`src/rtl/sprite_line_engine_pkg.sv`:
```
// Shared types for the sprite line engine: attribute layout, geometry constants, FSM states.
package sprite_line_engine_pkg;

  localparam int ATTR_W    = 27;
  localparam int POS_W     = 10;
  localparam int NUM_W     = 6;
  localparam int ROW_W     = 3;
  localparam int COL_W     = 3;
  localparam int PIX_W     = 2;
  localparam int LR_ADDR_W = 11;
  localparam int SPR_W     = 16;
  localparam int SPR_ROM_W = 8;

  // Packed MSB-first so it overlays the raw attribute word {en, num, y, x}.
  typedef struct packed {
    logic             en;
    logic [NUM_W-1:0] num;
    logic [POS_W-1:0] y;
    logic [POS_W-1:0] x;
  } attr_t;

  typedef enum logic [2:0] {
    ST_IDLE  = 3'd0,
    ST_CLEAR = 3'd1,
    ST_SCAN  = 3'd2,
    ST_DRAW  = 3'd3,
    ST_DONE  = 3'd4
  } state_e;

  function automatic logic [POS_W-1:0] row_delta(input logic [POS_W-1:0] row,
                                                 input logic [POS_W-1:0] y);
    return row - y;
  endfunction

endpackage

```
`src/rtl/sprite_line_engine_if.sv`:
```
// Host-side bundle of the sprite line engine: line control, attribute port, ROM and line-RAM ports.
interface sprite_line_engine_if
  import sprite_line_engine_pkg::*;
#(
  parameter int NSPR = 16
);
  localparam int IW = $clog2(NSPR);

  logic                 i_Line_Start;
  logic [POS_W-1:0]     i_Next_Row;
  logic                 i_Attr_We;
  logic [IW-1:0]        i_Attr_Addr;
  logic [ATTR_W-1:0]    i_Attr_Data;
  logic [NUM_W-1:0]     o_Rom_Sprite;
  logic [ROW_W-1:0]     o_Rom_Row;
  logic [COL_W-1:0]     o_Rom_Col;
  logic [PIX_W-1:0]     i_Rom_Pixel;
  logic                 o_Lr_We;
  logic [LR_ADDR_W-1:0] o_Lr_Addr;
  logic [PIX_W-1:0]     o_Lr_Data;
  logic                 o_Busy;
  logic                 o_Overrun;

  modport master (
    output i_Line_Start, i_Next_Row, i_Attr_We, i_Attr_Addr, i_Attr_Data, i_Rom_Pixel,
    input  o_Rom_Sprite, o_Rom_Row, o_Rom_Col, o_Lr_We, o_Lr_Addr, o_Lr_Data, o_Busy, o_Overrun
  );

  modport slave (
    input  i_Line_Start, i_Next_Row, i_Attr_We, i_Attr_Addr, i_Attr_Data, i_Rom_Pixel,
    output o_Rom_Sprite, o_Rom_Row, o_Rom_Col, o_Lr_We, o_Lr_Addr, o_Lr_Data, o_Busy, o_Overrun
  );

endinterface

```
`src/rtl/sprite_line_engine_attr_table.sv`:
```
// Sprite attribute register file: synchronous write, asynchronous read, cleared on reset.
module sprite_line_engine_attr_table
  import sprite_line_engine_pkg::*;
#(
  parameter int NSPR = 16
) (
  input  logic                    clk_i,
  input  logic                    rst_i,
  input  logic                    we_i,
  input  logic [$clog2(NSPR)-1:0] waddr_i,
  input  attr_t                   wdata_i,
  input  logic [$clog2(NSPR)-1:0] raddr_i,
  output attr_t                   rdata_o
);

  attr_t tbl_q [NSPR];

  always_ff @(posedge clk_i) begin
    if (rst_i) begin
      for (int i = 0; i < NSPR; i++) tbl_q[i] <= '0;
    end else if (we_i) begin
      tbl_q[waddr_i] <= wdata_i;
    end
  end

  assign rdata_o = tbl_q[raddr_i];

endmodule

```
`src/rtl/sprite_line_engine.sv`:
```
// Per-scanline sprite scheduler: clears the back line-RAM bank, then scans the attribute
// table from the highest index down and paints each hitting sprite through the ROM.
module sprite_line_engine
  import sprite_line_engine_pkg::*;
#(
  parameter int NSPR   = 16,
  parameter int LINE_W = 256
) (
  input  logic                i_Clk,
  input  logic                i_Reset,
  sprite_line_engine_if.slave bus
);

  localparam int IW = $clog2(NSPR);
  localparam int EW = $clog2(LINE_W);
  localparam logic [IW-1:0]    IDX_LAST  = IW'(NSPR - 1);
  localparam logic [EW-1:0]    CLR_LAST  = EW'(LINE_W - 1);
  localparam logic [POS_W-1:0] ENTRY_LIM = POS_W'(LINE_W);
  localparam logic [3:0]       COL_END   = 4'(SPR_ROM_W);

  state_e state_q, state_d;
  logic [IW-1:0] idx_q, idx_d;
  logic [EW-1:0] clr_q, clr_d;
  logic [3:0]    col_q, col_d;
  logic          busy_q, overrun_q;

  logic [POS_W-1:0] row_q;
  logic [NUM_W-1:0] num_q;
  logic [ROW_W-1:0] srow_q;
  logic [8:0]       sx_q;
  logic             wr_vld_p1_q;
  logic [EW-1:0]    wr_entry_p1_q;

  attr_t            scan_attr;
  logic [POS_W-1:0] scan_dy;
  logic             scan_hit;
  logic             accept;
  logic             issue;
  logic             bank;
  logic [POS_W-1:0] entry_w;
  logic             entry_ok;
  logic             unused_x0;

  sprite_line_engine_attr_table #(.NSPR(NSPR)) u_attr (
    .clk_i   (i_Clk),
    .rst_i   (i_Reset),
    .we_i    (bus.i_Attr_We),
    .waddr_i (bus.i_Attr_Addr),
    .wdata_i (attr_t'(bus.i_Attr_Data)),
    .raddr_i (idx_q),
    .rdata_o (scan_attr)
  );

  assign accept    = bus.i_Line_Start && (state_q == ST_IDLE) && !busy_q;
  assign bank      = row_q[1];
  assign scan_dy   = row_delta(row_q, scan_attr.y);
  assign scan_hit  = scan_attr.en && (scan_dy < POS_W'(SPR_W));
  assign issue     = (state_q == ST_DRAW) && (col_q != COL_END);
  // Entry kept wide so a sprite running off the right edge is clipped rather than wrapped.
  assign entry_w   = {2'b00, sx_q[7:0]} + {7'b0, col_q[2:0]};
  assign entry_ok  = !sx_q[8] && (entry_w < ENTRY_LIM);
  assign unused_x0 = scan_attr.x[0];

  always_comb begin
    state_d = state_q;
    idx_d   = idx_q;
    clr_d   = clr_q;
    col_d   = col_q;
    case (state_q)
      ST_IDLE: begin
        if (accept) begin
          state_d = ST_CLEAR;
          clr_d   = '0;
          idx_d   = IDX_LAST;
        end
      end
      ST_CLEAR: begin
        clr_d = clr_q + 1'b1;
        if (clr_q == CLR_LAST) state_d = ST_SCAN;
      end
      ST_SCAN: begin
        if (scan_hit) begin
          state_d = ST_DRAW;
          col_d   = '0;
        end else if (idx_q == '0) begin
          state_d = ST_DONE;
        end else begin
          idx_d = idx_q - 1'b1;
        end
      end
      ST_DRAW: begin
        col_d = col_q + 4'd1;
        if (col_q == COL_END) begin
          if (idx_q == '0) begin
            state_d = ST_DONE;
          end else begin
            state_d = ST_SCAN;
            idx_d   = idx_q - 1'b1;
          end
        end
      end
      ST_DONE: state_d = ST_IDLE;
      default: state_d = ST_IDLE;
    endcase
  end

  always_ff @(posedge i_Clk) begin
    if (i_Reset) begin
      state_q     <= ST_IDLE;
      idx_q       <= '0;
      clr_q       <= '0;
      col_q       <= '0;
      busy_q      <= 1'b0;
      overrun_q   <= 1'b0;
      wr_vld_p1_q <= 1'b0;
    end else begin
      state_q     <= state_d;
      idx_q       <= idx_d;
      clr_q       <= clr_d;
      col_q       <= col_d;
      busy_q      <= accept || (state_q != ST_IDLE);
      overrun_q   <= overrun_q || (bus.i_Line_Start && busy_q);
      wr_vld_p1_q <= issue && entry_ok;
    end
  end

  always_ff @(posedge i_Clk) begin
    if (accept) row_q <= bus.i_Next_Row;
    if (state_q == ST_SCAN) begin
      num_q  <= scan_attr.num;
      srow_q <= scan_dy[3:1];
      sx_q   <= scan_attr.x[9:1];
    end
    // ROM address stage -> write stage: entry travels alongside the ROM's 1-cycle latency.
    wr_entry_p1_q <= entry_w[EW-1:0];
  end

  always_comb begin
    bus.o_Rom_Sprite = '0;
    bus.o_Rom_Row    = '0;
    bus.o_Rom_Col    = '0;
    bus.o_Lr_We      = 1'b0;
    bus.o_Lr_Addr    = '0;
    bus.o_Lr_Data    = '0;
    if (issue) begin
      bus.o_Rom_Sprite = num_q;
      bus.o_Rom_Row    = srow_q;
      bus.o_Rom_Col    = col_q[2:0];
    end
    if (state_q == ST_CLEAR) begin
      bus.o_Lr_We   = 1'b1;
      bus.o_Lr_Addr = LR_ADDR_W'({bank, clr_q});
    end else if (wr_vld_p1_q) begin
      bus.o_Lr_We   = (bus.i_Rom_Pixel != '0);
      bus.o_Lr_Addr = LR_ADDR_W'({bank, wr_entry_p1_q});
      bus.o_Lr_Data = bus.i_Rom_Pixel;
    end
  end

  assign bus.o_Busy    = busy_q;
  assign bus.o_Overrun = overrun_q;

endmodule

```
`src/flat_wrapper.sv`:
```
// flat-port wrapper written by rule: the top's interface ports become plain ports
module sprite_line_engine_flat import sprite_line_engine_pkg::*;
#(
  parameter int NSPR   = 16,
  parameter int LINE_W = 256
)
  (i_Clk, i_Reset, bus_i_Line_Start, bus_i_Next_Row, bus_i_Attr_We, bus_i_Attr_Addr, bus_i_Attr_Data, bus_i_Rom_Pixel, bus_o_Rom_Sprite, bus_o_Rom_Row, bus_o_Rom_Col, bus_o_Lr_We, bus_o_Lr_Addr, bus_o_Lr_Data, bus_o_Busy, bus_o_Overrun);
  sprite_line_engine_if #(.NSPR(NSPR)) bus_i ();
  input  logic i_Clk;
  input  logic i_Reset;
  input wire logic [$bits(bus_i.i_Line_Start)-1:0] bus_i_Line_Start;
  input wire logic [$bits(bus_i.i_Next_Row)-1:0] bus_i_Next_Row;
  input wire logic [$bits(bus_i.i_Attr_We)-1:0] bus_i_Attr_We;
  input wire logic [$bits(bus_i.i_Attr_Addr)-1:0] bus_i_Attr_Addr;
  input wire logic [$bits(bus_i.i_Attr_Data)-1:0] bus_i_Attr_Data;
  input wire logic [$bits(bus_i.i_Rom_Pixel)-1:0] bus_i_Rom_Pixel;
  output wire logic [$bits(bus_i.o_Rom_Sprite)-1:0] bus_o_Rom_Sprite;
  output wire logic [$bits(bus_i.o_Rom_Row)-1:0] bus_o_Rom_Row;
  output wire logic [$bits(bus_i.o_Rom_Col)-1:0] bus_o_Rom_Col;
  output wire logic [$bits(bus_i.o_Lr_We)-1:0] bus_o_Lr_We;
  output wire logic [$bits(bus_i.o_Lr_Addr)-1:0] bus_o_Lr_Addr;
  output wire logic [$bits(bus_i.o_Lr_Data)-1:0] bus_o_Lr_Data;
  output wire logic [$bits(bus_i.o_Busy)-1:0] bus_o_Busy;
  output wire logic [$bits(bus_i.o_Overrun)-1:0] bus_o_Overrun;
  assign bus_i.i_Line_Start = bus_i_Line_Start;
  assign bus_i.i_Next_Row = bus_i_Next_Row;
  assign bus_i.i_Attr_We = bus_i_Attr_We;
  assign bus_i.i_Attr_Addr = bus_i_Attr_Addr;
  assign bus_i.i_Attr_Data = bus_i_Attr_Data;
  assign bus_i.i_Rom_Pixel = bus_i_Rom_Pixel;
  assign bus_o_Rom_Sprite = bus_i.o_Rom_Sprite;
  assign bus_o_Rom_Row = bus_i.o_Rom_Row;
  assign bus_o_Rom_Col = bus_i.o_Rom_Col;
  assign bus_o_Lr_We = bus_i.o_Lr_We;
  assign bus_o_Lr_Addr = bus_i.o_Lr_Addr;
  assign bus_o_Lr_Data = bus_i.o_Lr_Data;
  assign bus_o_Busy = bus_i.o_Busy;
  assign bus_o_Overrun = bus_i.o_Overrun;
  sprite_line_engine #(.NSPR(NSPR), .LINE_W(LINE_W)) u_core (.i_Clk(i_Clk), .i_Reset(i_Reset), .bus(bus_i));
endmodule
```
`config.mk`:
```
export PLATFORM = sky130hd
export DESIGN_NAME = sprite_line_engine_flat
export DESIGN_NICKNAME = d
export VERILOG_FILES = /design/src/rtl/sprite_line_engine_pkg.sv /design/src/rtl/sprite_line_engine_if.sv /design/src/rtl/sprite_line_engine_attr_table.sv /design/src/rtl/sprite_line_engine.sv /design/src/flat_wrapper.sv
export SDC_FILE = /design/constraint.sdc
export NUM_CORES = 1
export LEC_CHECK = 0
export ABC_CLOCK_PERIOD_IN_PS = 5350
export BUFFER_PORTS_ARGS = -buffer_cell sky130_fd_sc_hd__buf_2
export CORE_MARGIN = 5
export CORE_UTILIZATION = 45
export DETAILED_ROUTE_END_ITERATION = 10
export PLACE_DENSITY = 0.68
export SETUP_SLACK_MARGIN = 0.3
export SYNTH_ARGS = -nofsm -noshare
export SYNTH_HDL_FRONTEND = slang
export SYNTH_HIERARCHICAL = 1
export SYNTH_SLANG_ARGS = --single-unit
```
`constraint.sdc`:
```
create_clock -name i_Clk -period 5.35 [get_ports i_Clk]
set_input_delay 1.07 -clock i_Clk [delete_from_list [all_inputs] [get_ports i_Clk]]
set_output_delay 1.07 -clock i_Clk [all_outputs]
set_load 0.02 [all_outputs]
```
=== Word-level counts from Yosys, hierarchy flattened ===
Memories as Yosys holds them, arrays and structs flattened. A register that Yosys moved wholly into a read port is not among the register bits.
Cells that the tools add are included.

* Register bits: 58
* RAM bits: 432
* Input port bits: 47
* Output and inout port bits: 28
* Word-level logic and storage cells: 90
* Memories: 1

* $add $sub $neg: 5
* $lt $le $gt $ge: 2
* Equality and inequality tests: 12
* Muxes and demuxes: 35
* Reductions and logical operators: 23

{| class="wikitable"
|+ Memory list
! memory !! depth !! bits a word !! rd ports !! clocked after Yosys merged registers in !! write ports !! line !! text
|-
| u_core.u_attr.tbl_q || 16 || 27 || 1 || 1 || 16 || sprite_line_engine_attr_table.sv:16 || <nowiki>attr_t tbl_q [NSPR];</nowiki>
|}

{| class="wikitable"
|+ Operators by type and width
! cell !! number
|-
| 4-bit 2-to-1 mux || 8
|-
| 27-bit 2-to-1 mux || 1
|-
| 27-bit OR reduction || 1
|-
| 3-bit 2-to-1 mux || 8
|-
| 8-bit one-hot mux with 2 select lines || 1
|-
| 3-bit one-hot mux with 4 select lines || 1
|-
| 4-bit one-hot mux with 3 select lines || 1
|-
| 11-bit 2-to-1 mux || 1
|-
| 10-bit by 5-bit < comparator with 1-bit output (second input constant) || 1
|-
| 10-bit by 9-bit < comparator with 1-bit output (second input constant) || 1
|-
| 10-bit subtractor || 1
|-
| 8-bit by 3-bit adder with 9-bit output || 1
|-
| 9-bit 2-to-1 mux || 1
|-
| 8-bit by 1-bit adder with 8-bit output (second input constant) || 1
|-
| 8-bit equality test (second input constant) || 1
|-
| 1-bit 2-to-1 mux || 8
|-
| 8-bit 2-to-1 mux || 1
|-
| 4-bit one-hot mux with 2 select lines || 1
|-
| 4-bit AND reduction || 2
|-
| 1-bit logical AND || 7
|-
| 3-bit by 2-bit equality test with 1-bit output (second input constant) || 2
|-
| 6-bit 2-to-1 mux || 1
|-
| 2-bit by 1-bit != test with 1-bit output (second input constant) || 3
|-
| 2-bit nonzero test || 3
|-
| other kinds (14) || 20
|}

=== Longest topological paths before layout ===
* Depth after elaboration: 7
* Depth in mapped cells: 17
* Gate-level depth less buffers: 12

=== Modules after synthesis ===
Netlist, hierarchy kept.

{| class="wikitable"
|+ By module, submodules not included
! module !! times used !! cells each !! area an instance (um2) !! sequential area each (um2)
|-
| sprite_line_engine_attr_table || 1 || 1,192 || 19,277.2 || 12,972.4
|-
| sprite_line_engine || 1 || 326 || 3,034.2 || 1,441.4
|}

=== Least setup slack after synthesis ===
No wires, ideal clock.

* Kind: register to register
* Start: reg u_core.idx_q[0]
* End: reg u_core.idx_q[0]
* Arrival time: 3.753 ns
* Data required time: 5.231 ns
* Path slack: 1.479 ns
* Cell stages (with the launch flop): 17
* Path buffers: 4
* Cell sequence: dfxtp_1 -> buf_2 -> buf_2 -> buf_4 -> mux4_2 -> a22oi_1 -> nand2_1 -> inv_1 -> ha_1 -> a21o_1 -> a31o_1 -> a21oi_4 -> xnor2_1 -> or4_1 -> buf_2 -> o21a_1 -> o221a_1

* Longest elaborated chain between the ends: 4
* Elaborated cells between the ends (all ways): 6

{| class="wikitable"
|+ RTL lines
! element !! line !! text
|-
| start, declared || sprite_line_engine.sv:22 || <nowiki>logic [IW-1:0] idx_q, idx_d;</nowiki>
|-
| start signal, assigned || sprite_line_engine.sv:118 || <nowiki>idx_q <= idx_d;</nowiki>
|-
| 4-bit by 1-bit subtractor with 4-bit output or 4-bit zero test (tied branches) || - ||
|-
| 4-bit 2-to-1 mux (*) || sprite_line_engine.sv:85, sprite_line_engine.sv:94 ||
|-
| 4-bit 2-to-1 mux (on tied branches) || sprite_line_engine.sv:93, sprite_line_engine.sv:82 ||
|-
| 4-bit one-hot mux with 3 select lines (*) || sprite_line_engine.sv:69 || <nowiki>case (state_q)</nowiki>
|}

Mark *: on every way between the ends. The rest lies on a longest branch, timed or not. The select of a mux whose other input is x is not followed.
A chain may end at the register's enable or synchronous reset.

==> Flow_metrics.wiki <==
{| class="wikitable"
! Metric !! Value
|-
| Outcome || finished, final reports clean
|-
| GRT Residual Overflow || 0
|-
| Antenna-violating nets left || 0
|-
| Number of hold-repair buffers added at the cts stage || 0
|-
| Slowest stage delay, CP || about 0.78 ns
|-
| Count of buffers from port buffering || 71
|-
| CP arrival || 4.76 ns
|-
| Maximum Capacitance Violations || 0
|-
| Chip Width || 229 um
|-
| Pin count of the biggest net entering global routing || 41
|-
| H-tree lvl count || 2
|-
| Slew at the pin with the worst max-slew slack || roughly 1.2 ns
|-
| TritonCTS clock tree || yes
|-
| Hold/Removal Path Class || flop to flop
|-
| Cell type group with the largest total delay on the critical path || compound AO/OA/AOI/OAI gates
|-
| Skew final || around 0.017 ns
|-
| Clock latency of the later-clocked register in the worst-skew pair || roughly 0.58 ns
|-
| Clk slew on worst S/H paths || approximately 0.060 ns
|-
| Total global-route track usage || about a fifth
|-
| Post-detailed-route DRC marker count || 0
|-
| Buffer type at the clock tree root || clkbuf_16
|-
| Area enclosed by the die boundary || between 50,000 and 60,000 um2
|-
| Slowest-stage cell, CP || dfxtp_4
|-
| Setup violators final || 0
|-
| Via count of the first global-routing pass || about 13,000
|-
| Std-Cell Rows || 80
|-
| Buffers inserted during post-CTS setup optimization || 0
|-
| Global-route wire length before repair || ~77,000 um
|-
| Initial detailed-routing violation count || around 1,200
|-
| Largest voltage drop on the vdd net || 0.000281 V
|-
| Top-level port count || 75
|-
| Cells along the critical path || buf_4 -> mux4_2 -> a22oi_1 -> nand2_1 -> inv_1 -> ha_1 -> a21oi_1 -> o21ai_0 -> a21oi_4 -> xnor2_1 -> or4_1 -> o21ai_1 -> a311oi_1
|-
| Worst setup EP type || flop
|-
| Unrepaired setup endpoints after global routing || no
|-
| Layout overhead on the synthesized area || 11.5%
|-
| Initial antenna violation count || 9
|-
| Achievable clock frequency || 230 MHz
|-
| Warning count from the yosys run || 6
|-
| DP HPWL || 30,700 um
|-
| Filler-free cell count of the finished design || approximately 2,200
|-
| Number of placed instances with taps included || 2,090
|-
| Data required, critical path || 5.76 ns
|-
| Highest net fanout along the worst path || 31
|-
| Post-Route WL || 51,400 um
|-
| Number of fillers in the final layout || between 3,000 and 4,000
|-
| Clock Sinks || approximately 470
|-
| Mapped Cells || 1,478
|-
| Weighted congestion reported at the end of routability-driven placement || between 0.8 and 0.9
|-
| Per-cell via count in the routed design || 5.68
|-
| WL/cell || about 24 um
|-
| Per-instance average area after synthesis || around 15 um2
|-
| Max clock buf depth || 3
|-
| Critical path startpoint category || flop
|-
| Share of the clock period used by the worst path after layout || 81.3%
|-
| Fraction of layout cells with a size suffix above 1 || 20.6%
|-
| Worst slew margin relative to its limit || a little under a quarter
|-
| Area of the multi-input gates || between 7000 and 8000 um2
|-
| CTS buffer count || 49
|-
| Post-layout minimum cycle time || 4.35 ns
|-
| Worst reg2reg setup slack || about 1 ns
|-
| DR pass1 iterations || 5
|-
| Lkg Pwr || around 0.0085 uW
|-
| Final-report hold violation count || 0
|-
| Die boundary height || ~230 um
|-
| Power per cell area || 433 nW/um2
|-
| Worst path bufs/invs || 2
|-
| Number of nets in the finished design || between 1,500 and 2,000
|-
| Syn Std Cell Area || 21,600 um2
|-
| Total core area || around 48,000 um2
|-
| Via count || about 12,000
|-
| Slew Limit Fails || 0
|-
| Sequential cell area || between 10,000 and 15,000 um2
|-
| Sum Neg Setup Slack || 0 ns
|-
| Resize count post-CTS || 0
|-
| Starting utilization of the core area || 45.4%
|-
| Category of the critical setup timing path || flop to flop
|}
-- where the power goes --
part / leakage [uW] / total, uW / internal (uW) / switching, uW
clock network: 0.000729 / 3160 / 1780 / 1380
registers: 0.00447 / 4600 / 4370 / 228
logic: 0.00330 / 2680 / 1150 / 1530
-- layout make-up --
class	count	area share, %
inverter	25	0.389
antenna	4	0.0415
multi-input combinational	870	29.9
clock inverter	27	0.669
timing repair buffer	106	2.62
clock buffer	60	5.43
sequential	474	57.8
tap	615	3.19
-- placed cells by master (no fill, tap or decap), types with 12 or more instances in the layout --
cell type  instances
edfxtp_1         444
and2_1           428
mux4_2           104
buf_2             71
nand2_1           60
a22oi_1           52
clkbuf_16         51
buf_4             34
nor2_1            29
dfxtp_1           28
inv_1             25
nand3_1           21
a21oi_1           19
or2_2             17
ha_1              15
nor2_2            14
o21ai_0           13
clkinv_2          12
-- flip-flops by register name, indices dropped and copies added (netlist names) --
register / cells
u_core/col_q: 4
u_core/u_attr/tbl_q: 416
u_core/bus.o_Busy: 1
u_core/bus.o_Overrun: 1
u_core/wr_entry_p1_q: 8
u_core/sx_q: 9
u_core/state_q: 3
u_core/idx_q: 4
u_core/num_q: 6
u_core/clr_q: 8
u_core/srow_q: 3
u_core/row_q: 10
u_core/wr_vld_p1_q: 1
-- routing by layer --
layer / vias up / track usage (%) / part of all wire (%)
li1: 5524 / - / -
met1: 6343 / 24.9 / 41
met2: 422 / 32.7 / 50
met3: 99 / 4.88 / 7.2
met4: 8 / 6.01 / 2.3
met5: - / 0 / 0.095
-- stage by stage --
step	cell area (um2)	hold slack (ns)	total power [uW]	setup slack, ns	utilization [%]
floorplan	21600	0.391	6500	1.51	-
global placement	22600	0.431	7310	1.04	47.5
detailed placement	22600	0.430	7350	1.02	47.5
CTS	24100	0.443	10500	1.01	50.6
global route	24100	0.448	10900	0.714	50.6
finish	24100	0.440	10400	1.00	50.6
-- worst paths after layout --
check                                from                       endpoint  cells after the start
min reg2reg      u_core/sx_q[8]$_DFFE_PP_  u_core/wr_vld_p1_q$_SDFF_PP0_                      1
max reg2reg  u_core/idx_q[0]$_SDFFE_PP0P_   u_core/col_q[0]$_SDFFE_PP0P_                     13
max          u_core/idx_q[0]$_SDFFE_PP0P_   u_core/col_q[0]$_SDFFE_PP0P_                     13
min              u_core/sx_q[8]$_DFFE_PP_  u_core/wr_vld_p1_q$_SDFF_PP0_                      1
(Power assumes the default switching activity.)
